File: src/rtl/multicycle_control_unit_if.sv
// rtl/multicycle_control_unit_if.sv - instruction/data memory handshake between control unit and cache
interface multicycle_control_unit_if #(
    parameter int WORD_W = 32
);
    logic [WORD_W-1:0] instr;
    logic              ihit;
    logic              dhit;
    logic              iren;
    logic              dren;
    logic              dwen;

    modport master (
        input  instr,
        input  ihit,
        input  dhit,
        output iren,
        output dren,
        output dwen
    );

    modport slave (
        output instr,
        output ihit,
        output dhit,
        input  iren,
        input  dren,
        input  dwen
    );
endinterface

File: src/rtl/multicycle_control_unit.sv
// rtl/multicycle_control_unit.sv - multicycle MIPS control FSM with bounded memory-wait fault
module multicycle_control_unit #(
    parameter int WORD_W  = 32,
    parameter int TIMEOUT = 255,
    parameter int CNT_W   = 8
) (
    input  logic                             CLK,
    input  logic                             RST,
    multicycle_control_unit_if.master        bus,
    input  logic                             alu_zero,
    output logic                             ir_load,
    output logic                             pc_wen,
    output logic [1:0]                       pc_src,
    output logic                             regwr,
    output logic [1:0]                       regdst,
    output logic [1:0]                       memtoreg,
    output logic                             alu_src,
    output logic                             extop,
    output logic [3:0]                       alu_op,
    output logic                             halt,
    output logic                             fault,
    output logic [2:0]                       state
);
    typedef enum logic [2:0] {
        S_FETCH  = 3'd0,
        S_DECODE = 3'd1,
        S_EXEC   = 3'd2,
        S_MEM    = 3'd3,
        S_WB     = 3'd4,
        S_HALTED = 3'd5,
        S_FAULT  = 3'd6
    } state_t;

    localparam logic [5:0] OP_RTYPE = 6'h00;
    localparam logic [5:0] OP_J     = 6'h02;
    localparam logic [5:0] OP_JAL   = 6'h03;
    localparam logic [5:0] OP_BEQ   = 6'h04;
    localparam logic [5:0] OP_BNE   = 6'h05;
    localparam logic [5:0] OP_ADDI  = 6'h08;
    localparam logic [5:0] OP_ADDIU = 6'h09;
    localparam logic [5:0] OP_SLTI  = 6'h0A;
    localparam logic [5:0] OP_SLTIU = 6'h0B;
    localparam logic [5:0] OP_ANDI  = 6'h0C;
    localparam logic [5:0] OP_ORI   = 6'h0D;
    localparam logic [5:0] OP_XORI  = 6'h0E;
    localparam logic [5:0] OP_LUI   = 6'h0F;
    localparam logic [5:0] OP_LW    = 6'h23;
    localparam logic [5:0] OP_SW    = 6'h2B;
    localparam logic [5:0] OP_HALT  = 6'h3F;

    localparam logic [5:0] FN_SLL  = 6'h00;
    localparam logic [5:0] FN_SRL  = 6'h02;
    localparam logic [5:0] FN_JR   = 6'h08;
    localparam logic [5:0] FN_ADD  = 6'h20;
    localparam logic [5:0] FN_ADDU = 6'h21;
    localparam logic [5:0] FN_SUB  = 6'h22;
    localparam logic [5:0] FN_SUBU = 6'h23;
    localparam logic [5:0] FN_AND  = 6'h24;
    localparam logic [5:0] FN_OR   = 6'h25;
    localparam logic [5:0] FN_XOR  = 6'h26;
    localparam logic [5:0] FN_NOR  = 6'h27;
    localparam logic [5:0] FN_SLT  = 6'h2A;
    localparam logic [5:0] FN_SLTU = 6'h2B;

    localparam logic [3:0] ALU_SLL  = 4'd0;
    localparam logic [3:0] ALU_SRL  = 4'd1;
    localparam logic [3:0] ALU_ADD  = 4'd2;
    localparam logic [3:0] ALU_SUB  = 4'd3;
    localparam logic [3:0] ALU_AND  = 4'd4;
    localparam logic [3:0] ALU_OR   = 4'd5;
    localparam logic [3:0] ALU_XOR  = 4'd6;
    localparam logic [3:0] ALU_NOR  = 4'd7;
    localparam logic [3:0] ALU_SLT  = 4'd8;
    localparam logic [3:0] ALU_SLTU = 4'd9;

    // Last count value that may still be followed by a hit; a miss here faults.
    localparam logic [CNT_W-1:0] CNT_LAST = CNT_W'(TIMEOUT - 1);

    state_t              state_q, state_d;
    logic [WORD_W-1:0]   ir_q;
    logic [CNT_W-1:0]    cnt_q, cnt_d;
    logic                halt_q, fault_q;

    logic [5:0]          op, funct;
    logic [3:0]          dec_alu_op;
    logic                dec_alu_src, dec_extop, dec_legal;
    logic                waiting;
    logic                unused_ir;

    assign op        = ir_q[31:26];
    assign funct     = ir_q[5:0];
    assign unused_ir = ^ir_q;

    always_comb begin
        dec_alu_op  = ALU_ADD;
        dec_alu_src = 1'b1;
        dec_extop   = 1'b1;
        dec_legal   = 1'b1;
        unique case (op)
            OP_RTYPE: begin
                dec_alu_src = 1'b0;
                case (funct)
                    FN_SLL:          dec_alu_op = ALU_SLL;
                    FN_SRL:          dec_alu_op = ALU_SRL;
                    FN_JR:           dec_alu_op = ALU_ADD;
                    FN_ADD, FN_ADDU: dec_alu_op = ALU_ADD;
                    FN_SUB, FN_SUBU: dec_alu_op = ALU_SUB;
                    FN_AND:          dec_alu_op = ALU_AND;
                    FN_OR:           dec_alu_op = ALU_OR;
                    FN_XOR:          dec_alu_op = ALU_XOR;
                    FN_NOR:          dec_alu_op = ALU_NOR;
                    FN_SLT:          dec_alu_op = ALU_SLT;
                    FN_SLTU:         dec_alu_op = ALU_SLTU;
                    default:         dec_legal  = 1'b0;
                endcase
            end
            OP_BEQ, OP_BNE: begin
                dec_alu_op  = ALU_SUB;
                dec_alu_src = 1'b0;
            end
            OP_J, OP_JAL, OP_HALT, OP_ADDI, OP_ADDIU, OP_LW, OP_SW: ;
            OP_SLTI:  dec_alu_op = ALU_SLT;
            OP_SLTIU: dec_alu_op = ALU_SLTU;
            OP_ANDI: begin
                dec_alu_op = ALU_AND;
                dec_extop  = 1'b0;
            end
            OP_ORI: begin
                dec_alu_op = ALU_OR;
                dec_extop  = 1'b0;
            end
            OP_XORI: begin
                dec_alu_op = ALU_XOR;
                dec_extop  = 1'b0;
            end
            OP_LUI: begin
                dec_alu_op = ALU_SLL;
                dec_extop  = 1'b0;
            end
            default: dec_legal = 1'b0;
        endcase
    end

    always_ff @(posedge CLK or posedge RST) begin
        if (RST) begin
            state_q <= S_FETCH;
            ir_q    <= '0;
            cnt_q   <= '0;
            halt_q  <= 1'b0;
            fault_q <= 1'b0;
        end else begin
            state_q <= state_d;
            cnt_q   <= cnt_d;
            if (ir_load)
                ir_q <= bus.instr;
            if (state_d == S_HALTED)
                halt_q <= 1'b1;
            if (state_d == S_FAULT)
                fault_q <= 1'b1;
        end
    end

    always_comb begin
        state_d  = state_q;
        cnt_d    = '0;
        waiting  = 1'b0;
        bus.iren = 1'b0;
        bus.dren = 1'b0;
        bus.dwen = 1'b0;
        ir_load  = 1'b0;
        pc_wen   = 1'b0;
        pc_src   = 2'd0;
        regwr    = 1'b0;
        regdst   = 2'd0;
        memtoreg = 2'd0;
        alu_src  = 1'b0;
        extop    = 1'b0;
        alu_op   = 4'd0;

        // The ALU operands stay stable through MEM and WB so the result is held.
        if (state_q == S_EXEC || state_q == S_MEM || state_q == S_WB) begin
            alu_op  = dec_alu_op;
            alu_src = dec_alu_src;
            extop   = dec_extop;
        end

        unique case (state_q)
            S_FETCH: begin
                bus.iren = 1'b1;
                if (bus.ihit) begin
                    ir_load = 1'b1;
                    pc_wen  = 1'b1;
                    state_d = S_DECODE;
                end else begin
                    waiting = 1'b1;
                end
            end
            S_DECODE: begin
                if (op == OP_J) begin
                    pc_wen  = 1'b1;
                    pc_src  = 2'd2;
                    state_d = S_FETCH;
                end else if (op == OP_JAL) begin
                    pc_wen   = 1'b1;
                    pc_src   = 2'd2;
                    regwr    = 1'b1;
                    regdst   = 2'd2;
                    memtoreg = 2'd2;
                    state_d  = S_FETCH;
                end else if (op == OP_HALT) begin
                    state_d = S_HALTED;
                end else if (!dec_legal) begin
                    state_d = S_FAULT;
                end else begin
                    state_d = S_EXEC;
                end
            end
            S_EXEC: begin
                if (op == OP_BEQ || op == OP_BNE) begin
                    pc_src  = 2'd1;
                    pc_wen  = (op == OP_BEQ) ? alu_zero : !alu_zero;
                    state_d = S_FETCH;
                end else if (op == OP_RTYPE && funct == FN_JR) begin
                    pc_wen  = 1'b1;
                    pc_src  = 2'd3;
                    state_d = S_FETCH;
                end else if (op == OP_LW || op == OP_SW) begin
                    state_d = S_MEM;
                end else begin
                    state_d = S_WB;
                end
            end
            S_MEM: begin
                bus.dren = (op == OP_LW);
                bus.dwen = (op == OP_SW);
                if (bus.dhit)
                    state_d = (op == OP_LW) ? S_WB : S_FETCH;
                else
                    waiting = 1'b1;
            end
            S_WB: begin
                regwr    = 1'b1;
                regdst   = (op == OP_RTYPE) ? 2'd1 : 2'd0;
                memtoreg = (op == OP_LW) ? 2'd1 : 2'd0;
                state_d  = S_FETCH;
            end
            S_HALTED, S_FAULT: ;
            default: state_d = S_FAULT;
        endcase

        // A hit on the last permitted cycle never reaches here, so it wins over the timeout.
        if (waiting) begin
            if (TIMEOUT > 0 && cnt_q == CNT_LAST)
                state_d = S_FAULT;
            else
                cnt_d = cnt_q + CNT_W'(1);
        end
    end

    assign halt  = halt_q;
    assign fault = fault_q;
    assign state = state_q;
endmodule

File: src/flat_wrapper.sv
// flat-port wrapper written by rule: the top's interface ports become plain ports
module multicycle_control_unit_flat 
#(
    parameter int WORD_W  = 32,
    parameter int TIMEOUT = 255,
    parameter int CNT_W   = 8
)
  (CLK, RST, alu_zero, ir_load, pc_wen, pc_src, regwr, regdst, memtoreg, alu_src, extop, alu_op, halt, fault, state, bus_instr, bus_ihit, bus_dhit, bus_iren, bus_dren, bus_dwen);
  multicycle_control_unit_if #(.WORD_W(WORD_W)) bus_i ();
  input  logic CLK;
  input  logic RST;
  input  logic alu_zero;
  output logic ir_load;
  output logic pc_wen;
  output logic [1:0] pc_src;
  output logic regwr;
  output logic [1:0] regdst;
  output logic [1:0] memtoreg;
  output logic alu_src;
  output logic extop;
  output logic [3:0] alu_op;
  output logic halt;
  output logic fault;
  output logic [2:0] state;
  input wire logic [$bits(bus_i.instr)-1:0] bus_instr;
  input wire logic [$bits(bus_i.ihit)-1:0] bus_ihit;
  input wire logic [$bits(bus_i.dhit)-1:0] bus_dhit;
  output wire logic [$bits(bus_i.iren)-1:0] bus_iren;
  output wire logic [$bits(bus_i.dren)-1:0] bus_dren;
  output wire logic [$bits(bus_i.dwen)-1:0] bus_dwen;
  assign bus_i.instr = bus_instr;
  assign bus_i.ihit = bus_ihit;
  assign bus_i.dhit = bus_dhit;
  assign bus_iren = bus_i.iren;
  assign bus_dren = bus_i.dren;
  assign bus_dwen = bus_i.dwen;
  multicycle_control_unit #(.WORD_W(WORD_W), .TIMEOUT(TIMEOUT), .CNT_W(CNT_W)) u_core (.CLK(CLK), .RST(RST), .bus(bus_i), .alu_zero(alu_zero), .ir_load(ir_load), .pc_wen(pc_wen), .pc_src(pc_src), .regwr(regwr), .regdst(regdst), .memtoreg(memtoreg), .alu_src(alu_src), .extop(extop), .alu_op(alu_op), .halt(halt), .fault(fault), .state(state));
endmodule
File: config.mk
export PLATFORM = sky130hd
export DESIGN_NAME = multicycle_control_unit_flat
export DESIGN_NICKNAME = d
export VERILOG_FILES = /design/src/rtl/multicycle_control_unit_if.sv /design/src/rtl/multicycle_control_unit.sv /design/src/flat_wrapper.sv
export SDC_FILE = /design/constraint.sdc
export NUM_CORES = 1
export LEC_CHECK = 0
export CORE_ASPECT_RATIO = 1.1
export CORE_MARGIN = 2
export CORE_UTILIZATION = 48
export DETAILED_ROUTE_END_ITERATION = 16
export MAX_ROUTING_LAYER = met4
export PLACE_DENSITY_LB_ADDON = 0.1
export SYNTH_ARGS = -nofsm -noshare
export SYNTH_HDL_FRONTEND = slang
export SYNTH_SLANG_ARGS = --single-unit
File: constraint.sdc
create_clock -name CLK -period 4.6 [get_ports CLK]
set_clock_uncertainty 0.2 [all_clocks]
set_input_delay 1.15 -clock CLK [delete_from_list [all_inputs] [get_ports CLK]]
set_output_delay 1.15 -clock CLK [all_outputs]
set_load 0.01 [all_outputs]
==> Yosys cells after proc, flatten, opt, wreduce, memory -nomap -nowiden <==
Index checks and enable logic that the tools add are counted.
{ "word_totals": {"ff_bits": 45, "latchBits": 0, "ram_bits": 0, "rom_bits": 0, "inputBits": 37, "output_inout_bits": 23, "word_cells": 108, "memories": 0} }
{ "op_classes": {"n_addsub": 1, "n_mul": 0, "div": 0, "order_cmp": 0, "n_eq_ne": 36, "shift": 0, "n_mux": 50, "n_bitwise": 0, "n_reduce_logical": 16} }
{ "op_table": {"columns": ["op", "count"], "rows": [
  ["6-bit equality test, second input constant", 13],
  ["6-bit by 4-bit equality test with 1-bit output, second input constant", 9],
  ["3-bit two-way mux", 12],
  ["4-bit case mux with 9 select lines", 1],
  ["4-bit case mux with 8 select lines", 1],
  ["1-bit two-way mux", 20],
  ["6-bit by 2-bit equality test with 1-bit output, second input constant", 3],
  ["3-bit case mux with 6 select lines", 1],
  ["8-bit two-way mux", 2],
  ["3-bit equality test, second input constant", 5],
  ["15-bit OR reduction", 1],
  ["13-bit OR reduction", 1],
  ["6-bit by 3-bit equality test with 1-bit output, second input constant", 2],
  ["6-bit logical NOT", 2],
  ["2-bit case mux with 2 select lines", 3],
  ["2-bit two-way mux", 5],
  ["8-bit by 1-bit adder with 8-bit output, second input constant", 1],
  ["8-bit equality test, second input constant", 1],
  ["3-bit by 2-bit equality test with 1-bit output, second input constant", 2],
  ["1-bit case mux with 2 select lines", 3],
  ["2-bit OR reduction", 3],
  ["1-bit logical OR", 4],
  ["4-bit two-way mux", 1],
  ["4-bit OR reduction", 1],
  ["6 further kinds", 6]
]} }

==> Depth between registers and ports, before layout <==
{ "depth": {"depth_word": 12, "ltp_mapped": 6, "depth_no_buf": 6} }

==> Worst setup path before layout <==
OpenSTA, ideal clock, no wires.
{ "synth_timing": {"kind": "input -> output", "from": "in bus_ihit", "to": "out ir_load", "t_arrival_ns": 1.964, "t_required_ns": 3.250, "slack_ns": 1.286, "cell_stages": 3, "n_path_buf": 1, "cell_sequence": "nand2b_1 > nor3_2 > clkbuf_1"} }
{ "synth_via": {"elab_chain_len": 2} }
{ "synth_rtl": {"columns": ["element", "line_no", "rtl"], "rows": [
  ["from (decl)", "flat_wrapper.sv:26", "input wire logic [$bits(bus_i.ihit)-1:0] bus_ihit;"],
  ["1-bit two-way mux", "multicycle_control_unit.sv:190", "if (bus.ihit) begin"],
  ["1-bit two-way mux", "multicycle_control_unit.sv:187", "unique case (state_q)"],
  ["to (decl)", "flat_wrapper.sv:13", "output logic ir_load;"]
]} }
No other way between the ends.

==> Worst setup path after layout <==
{ "layout_timing": {"from": "reg u_core.ir_q[26]", "to": "out pc_wen"} }
{ "layout_via": {"elab_chain_len": 5, "word_cells_on_any_way": 13, "classes_between": "eq/ne: 4; mux: 6; reduce/logical: 3"} }
{ "layout_rtl": {"columns": ["element", "line_no", "rtl"], "rows": [
  ["from (decl)", "multicycle_control_unit.sv:80", "logic [WORD_W-1:0] ir_q;"],
  ["from (signal assigned)", "multicycle_control_unit.sv:155", "ir_q <= bus.instr;"],
  ["6-bit logical NOT", "multicycle_control_unit.sv:223", "end else if (op == OP_RTYPE && funct == FN_JR) begin"],
  ["1-bit logical AND", "multicycle_control_unit.sv:223", null],
  ["1-bit two-way mux", "multicycle_control_unit.sv:223", null],
  ["1-bit two-way mux", "multicycle_control_unit.sv:219", "if (op == OP_BEQ || op == OP_BNE) begin"],
  ["1-bit case mux with 3 select lines *", "multicycle_control_unit.sv:187", null],
  ["to (decl)", "flat_wrapper.sv:14", "output logic pc_wen;"]
]} }
Every way passes the cells marked *; elsewhere a longest branch is shown, timed or not.

==> metrics.md <==
| Metric | Value |
|---|---|
| Worst setup SP type | flip-flop |
| Worst hold-check slack | about 280 ps |
| Max transition margin | roughly two fifths |
| Global-route wire length before repair | slightly above 6000 microns |
| Setup violators final | 0 |
| Synthesis-to-finish area growth | 25.5% |
| Via density per instance | about 5.6 |
| Number of rows in the core area | 22 |
| Worst endpoint data arrival time | 2810 ps |
| Cell breakdown of the critical path | or4_4, nor4_2, a21oi_1, nor2_1, a211o_1, clkdlybuf4s50_1 |
| CP max FO | 11 |
| Core ar. | between 3000 and 4000 sq um |
| Cells after DPL | around 260 |
| Total nets after synthesis | ~230 |
| Final non-filler cell total | roughly 260 |
| Achievable frequency | about 240 MHz |
| Number of hold-repair buffers added at the cts stage | 0 |
| Worst hold stages | 1 |
| Data required time at the worst endpoint | between 3000 and 4000 ps |
| Largest net degree at the start of global routing | 26 |
| Peak ir drop on the vdd network | 140 uV |
| Final Slew Violations | 0 |
| Count of yosys warnings during synthesis | 0 |
| DRC viols | 0 |
| Register bit total from synthesis | 25 |
| Layout cells sized above 1 | 8.52% |
| Count of antenna diodes in the layout | 0 |
| Clock buffer count from CTS | 3 |
| Initial antenna violation count | 0 |
| Number of design-rule violations left by the first detailed-router iteration | 96 |
| Remaining global-route overflow | 0 |
| Last weighted congestion value of the routability-driven placer | ~0.87 |
| Number of optimization iterations in the first detailed-route pass | 4 |
| CTS max path bufs | 2 |
| Power, Total | 0.378 mW |
| Tot GR Track Use | between 20% and 30% |
| Sequential cell area fraction in the yosys report | 38.2% |
| Max Cap Violations | 0 |
| Synthesized area divided by synthesized cell count | 8.61 sq um |
| R2R depth | 5 |
| Total clock sinks | 25 |
| Slew at the pin closest to its max-slew limit | 901 ps |
| Vias in the first global route | 1383 |
| ANT nets after route | 0 |
| Leading register cell type out of synthesis | sky130_fd_sc_hd__dfrtp_1 |
| Final critical-path setup slack | 437 ps |
| PostCTS Resize Cnt | 0 |
| Number of top-level pins | 60 |
| Final period utilization | ~90% |
| Pre-CTS worst setup slack | between 500 and 600 ps |
| TritonCTS clock tree | done |
| Class of the most critical hold timing path | reg -> reg |
| Post-synth ARST share | between 90% and 100% |
| Hold Fails Final Rpt | 0 |
| Root buffer cell | sky130_fd_sc_hd__clkbuf_4 |
| Count of flip-flops with a built-in enable after synthesis | 0 |
| Slowest CP cell | sky130_fd_sc_hd__or4_4 |
| Number of port buffers | 39 |
| Chip height | around 65 microns |
| Result of the run | finished, final reports clean |
| Top library cells by usage in the layout, fill and taps aside | sky130_fd_sc_hd__clkdlybuf4s50_1, sky130_fd_sc_hd__dfrtp_1, sky130_fd_sc_hd__nor2_1 |
| Floorplan die area | roughly 4000 sq um |
| CP Capture Type | primary output |
| Clock latency on the worst-skew pair | 300 ps |
| Nets | 263 |
| Fill cell instance count of the final layout | between 300 and 400 |
| Clock transition time at the flip-flop clock pins of the worst setup and hold paths | approximately 120 ps |
| Post-synth design cell area | 1640 sq um |
| Average wire per cell in the routed design | between 10 and 15 microns |
| Effective utilization at floorplan | between 40% and 50% |
| H-Tree Depth | 1 |
| RSZ-0062 raised after global routing | false |
| Commonest non-fill, non-tap cell in the layout | sky130_fd_sc_hd__clkdlybuf4s50_1 |
| Wire length after detailed routing | ~3600 microns |
| Count of mapped cells out of synthesis | 190 |
| Floorplan die width | roughly 60 microns |
| Detailed placement HPWL | roughly 2800 microns |
| Post-route minimum period | approximately 4200 ps |
| Via count | 1463 |
| Library cells used by synthesis | between 50 and 60 |
| Highest cell delay on the worst timing path | between 500 and 600 ps |
| Standby leakage power | 0.800 nW |
| Setup tns final | 0 ps |
| Worst Setup Path Type | reg -> out |
| Total power density per cell area | ~180 nW/um^2 |
| Buffers inserted by post-CTS timing repair | 0 |
final timing paths:
| check | from | endpoint | slack [ps] |
|---|---|---|---|
| min | u_core.fault$_DFFE_PP0N_ | u_core.fault$_DFFE_PP0N_ | 280 |
| max reg2reg | u_core.ir_q[26]$_DFFE_PP0P_ | u_core.fault$_DFFE_PP0N_ | 2190 |
| max | u_core.ir_q[26]$_DFFE_PP0P_ | pc_wen | 440 |
| min reg2reg | u_core.fault$_DFFE_PP0N_ | u_core.fault$_DFFE_PP0N_ | 280 |
| max in group asynchronous | RST | u_core.fault$_DFFE_PP0N_ | 2530 |
| min in group asynchronous | RST | u_core.ir_q[5]$_DFFE_PP0P_ | 1130 |
final cells by class:
cell class	count	area, sq um	area share [%]
inverter	10	37.5	1.83
clock buffer	4	26.3	1.28
sequential	25	626	30.5
timing repair buffer	40	398	19.4
tap	36	45.0	2.19
multi-input combinational	144	921	44.9
routing by layer:
metal / share of wire, % / track usage [%]
met3: 3.8 / 1.97
met2: 50 / 32.9
met4: 1.0 / 8.61
met5: 0 / -
met1: 45 / 27.5
stage by stage:
stage | utilization [%] | area (sq um)
after global placement | 61.4 | 2030
after detailed placement | 61.4 | 2030
after global routing | 62.2 | 2050
after CTS | 62.2 | 2050
final | 62.2 | 2050
after floorplan | - | 1640
logic make-up (layout without fill, tap and decap cells):
kind of cell               count (synthesis)  after routing  share of synthesized area (%)
AOI/OAI and AO/OA                         39             39                           17.3
adders and majority gates                  2              2                           1.53
buffers and inverters                     21             54                           5.50
xor gates and xnor gates                   7              7                           3.75
DFF                                       25             25                           38.2
muxes                                      8              8                           5.43
and+or+nand+nor                           88             88                           28.3
state kept, by name, summed over array words and instances (netlist names):
name,flops
u_core.ir_q,12
u_core.fault,1
u_core.halt,1
u_core.state,3
u_core.cnt_q,8
report_power, final:
part,leakage [nW],switching [mW],internal [mW]
clock,0.0150,0.0580,0.0338
combinational,0.474,0.0210,0.0253
sequential,0.311,0.0146,0.225
worst max-delay path: cells and delay by family (launching register included):
kind                   cells  cell delay (ps)
AOI/OAI and AO/OA          2              260
buffers and inverters      1              520
DFF                        1              520
and+or+nand+nor            3             1200
synth_stat cells, types with 3 or more instances:
master | n | area (sq um)
sky130_fd_sc_hd__a21oi_1 | 7 | 35.0
sky130_fd_sc_hd__clkbuf_1 | 9 | 33.8
sky130_fd_sc_hd__dfrtp_1 | 25 | 626
sky130_fd_sc_hd__inv_1 | 10 | 37.5
sky130_fd_sc_hd__mux2_2 | 7 | 78.8
sky130_fd_sc_hd__nand2_1 | 20 | 75.1
sky130_fd_sc_hd__nand2b_1 | 5 | 31.3
sky130_fd_sc_hd__nand3_1 | 8 | 40.0
sky130_fd_sc_hd__nor2_1 | 23 | 86.3
sky130_fd_sc_hd__nor2b_1 | 3 | 18.8
sky130_fd_sc_hd__nor3_1 | 9 | 45.0
sky130_fd_sc_hd__nor4_1 | 3 | 18.8
sky130_fd_sc_hd__o21ai_0 | 11 | 55.1
sky130_fd_sc_hd__xnor2_1 | 3 | 26.3
sky130_fd_sc_hd__xor2_1 | 4 | 35.0
Note: power is estimated with default switching activity, not from simulation.
